### config.mk
export PLATFORM = sky130hd
export DESIGN_NAME = pipe_ctrl
export DESIGN_NICKNAME = d
export VERILOG_FILES = /design/src/rtl/pipe_ctrl.sv
export SDC_FILE = /design/constraint.sdc
export NUM_CORES = 1
export LEC_CHECK = 0
export BUFFER_PORTS_ARGS = -buffer_cell sky130_fd_sc_hd__buf_4
export CORE_MARGIN = 2
export CORE_UTILIZATION = 37
export CTS_CLUSTER_SIZE = 20
export DETAILED_ROUTE_END_ITERATION = 10
export PLACE_DENSITY = 0.87
export SYNTH_ARGS = -nofsm -noshare
export SYNTH_HDL_FRONTEND = slang
export SYNTH_SLANG_ARGS = --single-unit
### constraint.sdc
create_clock -name clk -period 4.3 [get_ports clk]
set_clock_uncertainty 0.1 [all_clocks]
set_input_delay 0.86 -clock clk [delete_from_list [all_inputs] [get_ports clk]]
set_output_delay 0.86 -clock clk [all_outputs]
set_load 0.02 [all_outputs]
### src/rtl/pipe_ctrl.sv
`default_nettype none
// ============================================================================
//  Module      : pipe_ctrl
//  Description : Pipeline sequencing controller for the 5-stage core.
//                Generates per-stage stall vector, holds the pipe for
//                multi-cycle EX operations and flushes/redirects on
//                exception or eret.
//  Revision    : 1.0 - initial release
// ============================================================================
module pipe_ctrl #(
    parameter int          CNT_W      = 6,
    parameter logic [31:0] EXC_VECTOR = 32'h0000_0020,
    parameter logic [31:0] ERET_CODE  = 32'h0000_000e
) (
    input  logic             clk,
    input  logic             rst,
    input  logic             stallreq_id,
    input  logic             stallreq_ex,
    input  logic             ex_mc_start,
    input  logic [CNT_W-1:0] ex_mc_len,
    input  logic [31:0]      excepttype_i,
    input  logic [31:0]      epc_i,
    output logic [5:0]       stall,
    output logic             flush,
    output logic [31:0]      new_pc,
    output logic             mc_busy,
    output logic             mc_done
);

    // FSM encoding
    localparam logic [0:0] c_st_idle   = 1'b0;
    localparam logic [0:0] c_st_mc_run = 1'b1;

    // Stall patterns: EX-level stall holds PC..EX, ID-level holds PC..ID
    localparam logic [5:0] c_stall_none = 6'b000000;
    localparam logic [5:0] c_stall_id   = 6'b000111;
    localparam logic [5:0] c_stall_ex   = 6'b001111;

    localparam logic [CNT_W-1:0] c_cnt_zero = '0;
    localparam logic [CNT_W-1:0] c_cnt_one  = {{(CNT_W-1){1'b0}}, 1'b1};

    logic [0:0]       r_state_q;
    logic [0:0]       w_state_d;
    logic [CNT_W-1:0] r_cnt_q;
    logic [CNT_W-1:0] w_cnt_d;

    // Next-state and output decode; priority rst > exception > MC_RUN > EX > ID
    always_comb begin
        w_state_d = r_state_q;
        w_cnt_d   = r_cnt_q;
        stall     = c_stall_none;
        flush     = 1'b0;
        new_pc    = 32'h0;
        mc_busy   = 1'b0;
        mc_done   = 1'b0;

        if (rst) begin
            // Outputs forced low; state reset happens in the sequential block
            w_state_d = c_st_idle;
            w_cnt_d   = c_cnt_zero;
        end else if (excepttype_i != 32'h0) begin
            // Flush everything; any in-flight multi-cycle op is dropped silently
            flush     = 1'b1;
            new_pc    = (excepttype_i == ERET_CODE) ? epc_i : EXC_VECTOR;
            mc_busy   = (r_state_q == c_st_mc_run);
            w_state_d = c_st_idle;
            w_cnt_d   = c_cnt_zero;
        end else if (r_state_q == c_st_mc_run) begin
            mc_busy = 1'b1;
            if (r_cnt_q > c_cnt_one) begin
                stall   = c_stall_ex;
                w_cnt_d = r_cnt_q - c_cnt_one;
            end else begin
                // Final cycle: release the pipe so EX/MEM captures the result
                mc_done   = 1'b1;
                w_state_d = c_st_idle;
            end
        end else begin
            if (ex_mc_start) begin
                // Start cycle itself is a stall; a zero length counts as one
                stall     = c_stall_ex;
                w_state_d = c_st_mc_run;
                w_cnt_d   = (ex_mc_len == c_cnt_zero) ? c_cnt_one : ex_mc_len;
            end else if (stallreq_ex) begin
                stall = c_stall_ex;
            end else if (stallreq_id) begin
                stall = c_stall_id;
            end
        end
    end

    // State and counter registers with synchronous reset
    always_ff @(posedge clk) begin
        if (rst) begin
            r_state_q <= c_st_idle;
            r_cnt_q   <= c_cnt_zero;
        end else begin
            r_state_q <= w_state_d;
            r_cnt_q   <= w_cnt_d;
        end
    end

endmodule
`default_nettype wire

# After elaboration in Yosys (flattened, before gate mapping)
# Cells that the tools add are included.
dict set report word_totals {
  ff_bits 7
  in_bits 75
  out_inout_bits 41
}
dict set report classes {
  n_addsub 1
  magnitude_cmp 1
  n_eq_ne 2
  mux 26
  n_reduce_logical 5
}
# operator count
set op_table {}
lappend op_table {{$mux W32} 3}
lappend op_table {{$mux W6} 7}
lappend op_table {{$eq A32 B4 Y1 const B} 1}
lappend op_table {{$reduce_bool A32 Y1} 1}
lappend op_table {{$mux W1} 12}
lappend op_table {{$mux W4} 3}
lappend op_table {{$gt A6 B1 Y1 const B} 1}
lappend op_table {{$logic_not A6 Y1} 1}
lappend op_table {{$sub A6 B1 Y6 const B} 1}
lappend op_table {{$mux W3} 1}
lappend op_table {{$ne A2 B1 Y1 const B} 1}
lappend op_table {{$reduce_and A2 Y1} 1}
lappend op_table {{$reduce_bool A2 Y1} 1}
lappend op_table {{$reduce_or A2 Y1} 1}

# Depth between registers and ports, before layout
dict set report logic_depth {
  depth_word 6
  ltp_mapped 8
  ltp_nobuf 6
}

# Worst setup path before layout
# No wires, ideal clock.
dict set report synth_path {
  path_type {input -> output}
  start {input port excepttype_i[5]}
  end {output port stall[1]}
  arrival_time_ps 2866
  required_ps 3340
  slack_ps 474
  stages 6
  path_buffers 2
  path_cell_list {nor4_1 > nand4_1 > or2_1 > clkbuf_1 > nor4_1 > buf_4}
}
dict set report synth_via {
  elab_chain_len 3
}
# item line_no
set synth_rtl {}
lappend synth_rtl {{start: declaration} 21} ;# input logic [31:0] excepttype_i,
lappend synth_rtl {{$reduce_bool A32 Y1} 61} ;# end else if (excepttype_i != 32'h0) begin
lappend synth_rtl {{$mux W6} 61}
lappend synth_rtl {{$mux W6} 57} ;# if (rst) begin
lappend synth_rtl {{end: declaration} 23} ;# output logic [5:0] stall,
# No other way between the ends.

# Worst setup path in the final report
dict set report layout_path {
  start {input port excepttype_i[10]}
  end {output port stall[0]}
}
# The elaborated chain is that of the path after synthesis.

==> metrics.md <==
| Metric | Value |
|---|---|
| Post-CTS setup buffer count | `0` |
| Pre-CTS setup slack | `0.508 ns` |
| RSZ-0062 raised after global routing | `no` |
| Max VDD drop | `0.0000828 V` |
| Worst Hold Class | `reg -> reg` |
| DRT Wirelength | `3760 µm` |
| Worst R2R End | `r_cnt_q[0]$_SDFFE_PP0P_` |
| Hold Vio Cnt, Final | `0` |
| Layout net count | `336` |
| Worst Reg-to-Reg Cells | `4` |
| Reg-to-reg slack, setup | `2.13 ns` |
| CP Launch Type | `input port` |
| All-Layer GR Usage | `22.9%` |
| RD Place Congestion | `0.827` |
| Final setup vio count | `0` |
| Design area | `1870 µm²` |
| Core area | `2690 µm²` |
| Layout Cells excl Fill | `289` |
| P_leak | `0.957 nW` |
| Slew Limit Fails | `0` |
| Num CTS Buffers | `3` |
| Area of the mapped netlist | `1030 µm²` |
| DRC | `0` |
| DP HPWL | `3100 µm` |
| Layout cells sized above 1 | `48.4%` |
| PwrDens | `113 nW/µm²` |
| Status | `finished clean` |
| Hold depth | `2` |
| Most frequent cells in the layout | `115 x buf_4, 42 x nor4_1, 32 x inv_1` |
| Final core occ | `69.6%` |
| Skew-Pair Late Insertion Delay | `0.26 ns` |
| Crit Reg-Reg Startpoint | `r_state_q$_SDFF_PP0_` |
| Die area | `3220 µm²` |
| Commonest non-fill, non-tap cell in the layout | `buf_4` |
| Ports | `116` |
| Post-CTS Resized | `0` |
| CP max FO | `17` |
| Die Y | `56.7 µm` |
| Flops & latches, synth | `7` |
| Placed inst area | `1840 µm²` |
| Sequential cell area | `140 µm²` |
| IO buf count | `113` |
| Congestion Overflow GR | `0` |
| Initial antenna violation count | `0` |
| Sink Count | `7` |
| Syn-to-layout area delta | `81.9%` |
| Sequential area share after synthesis | `13.6%` |
| WP data required | `3.34 ns` |
| Fillcell total | `235` |
| Shortest period the worst path allows | `3.81 ns` |
| # diodes | `0` |
| Tot Pwr | `211 µW` |
| Die Width | `56.7 µm` |
| Max Fclk | `0.263 GHz` |
| Main synth FF type | `dfxtp_1` |
| Worst Tran Pin Value | `0.601 ns` |
| Yosys warning count | `0` |
| Iter 0 DRT Violations | `41` |
| First-pass GRT wire length | `6090 µm` |
| Largest net degree at the start of global routing | `44` |
| Cell variety after synth | `40` |
| Hold path startpoint | `r_cnt_q[0]$_SDFFE_PP0P_` |
| Vias in the first global route | `1,448` |
| Setup Crit Path Kind | `in -> out` |
| Worst Slack Setup Final | `0.492 ns` |
| Slew HR | `59.6%` |
| Crit share post-route | `88.6%` |
| Number of vias per cell | `5.31` |
| Max cap viols | `0` |
| ANT nets after route | `0` |
| Avg WL per Cell | `13.0 µm` |
| CTS tree | `built` |
| Multi-input logic area | `682 µm²` |
| TNS Setup | `0 ns` |
| Clock Pin Slew Worst Setup and Hold Paths | `0.05 ns` |
| DRT Pass-1 Iters | `4` |
| CP arrival | `2.85 ns` |
| Num rows | `19` |
| Number of synthesized flops with an enable pin | `0` |
| Syn Inst Count | `157` |
| CTS root buf | `clkbuf_4` |
| H-tree depth | `1` |
| Vias | `1,535` |
| Synth Area per Inst | `6.55 µm²` |
| Async SR Flop Fraction | `0%` |
| Inst Count DP | `285` |
| Hold Path End | `r_cnt_q[0]$_SDFFE_PP0P_` |
| Clock buffer depth | `2` |
| CP endpoint kind | `output port` |
| Cts hold-fix bufs | `0` |
| Starting Density | `38.3%` |
| Hold slack | `0.453 ns` |
## worst max-delay path, cell delays in order
cell and delay [ns]:
buf_4 0.11, nor4_1 0.33, nand4_1 0.20, or2_1 0.47, nor4_1 0.62, buf_4 0.25
## where the power goes
group          internal [mW]    switching, mW
clock                 0.0355           0.0255
combinational         0.0522           0.0332
sequential            0.0649  0.0000000000109
total                  0.153           0.0587
## routing by layer
layer  vias up  wire length [µm]  track usage [%]
met3         6               247             4.15
met2        66              1920             43.5
met4         0                42             6.46
met1       689              1550             25.6
li1        774                 -                -
met5         -                 0                0
## registers in the layout (all words and copies together), names as in the netlist
| signal | cells |
|---|---|
| r_cnt_q | 6 |
| r_state_q | 1 |
## Yosys cell counts, types with 2 or more instances
master | n | area, µm²
nand2_1 | 3 | 11.3
clkbuf_1 | 12 | 45.0
buf_4 | 4 | 30.0
dfxtp_1 | 7 | 140
nand4_1 | 2 | 12.5
a21oi_1 | 3 | 15.0
buf_2 | 3 | 15.0
inv_1 | 32 | 120
nor4_1 | 42 | 263
nor3_1 | 3 | 15.0
or2_2 | 2 | 12.5
or3_1 | 3 | 18.8
nor2b_1 | 3 | 18.8
o21ai_1 | 2 | 10.0
a2111oi_2 | 2 | 30.0
nor2_1 | 7 | 26.3
nand2b_1 | 2 | 12.5
ha_1 | 2 | 25.0
nor4b_1 | 2 | 17.5
## area by class of cell
class                      instances  share of cell area [%]
clock buffer                       4                    1.40
inverter                          32                    6.42
multi-input combinational        100                    36.5
sequential                         7                    7.49
tap                               31                    2.07
timing repair buffer             115                    46.2
## logic make-up after synthesis
family                     Yosys count  share of synthesized area, %
and+or+nand+nor                     75                          44.2
muxes                                1                         0.973
AOI/OAI and AO/OA                   20                          18.0
DFF                                  7                          13.6
other                                1                         0.365
adders and majority gates            2                          2.43
buffers and inverters               51                          20.4
## worst max-delay path by stage
stage / from / endpoint / slack, ns / cells after the start
final: excepttype_i[10] / stall[0] / 0.49 / 6
after detailed placement: excepttype_i[5] / stall[0] / 0.51 / 6
after global placement: excepttype_i[14] / stall[0] / 0.62 / 6
after global routing: excepttype_i[14] / stall[0] / 0.29 / 6
after floorplan: excepttype_i[5] / stall[1] / 0.47 / 6
after CTS: excepttype_i[5] / stall[0] / 0.50 / 6
Note: power is estimated with default switching activity, not from simulation.
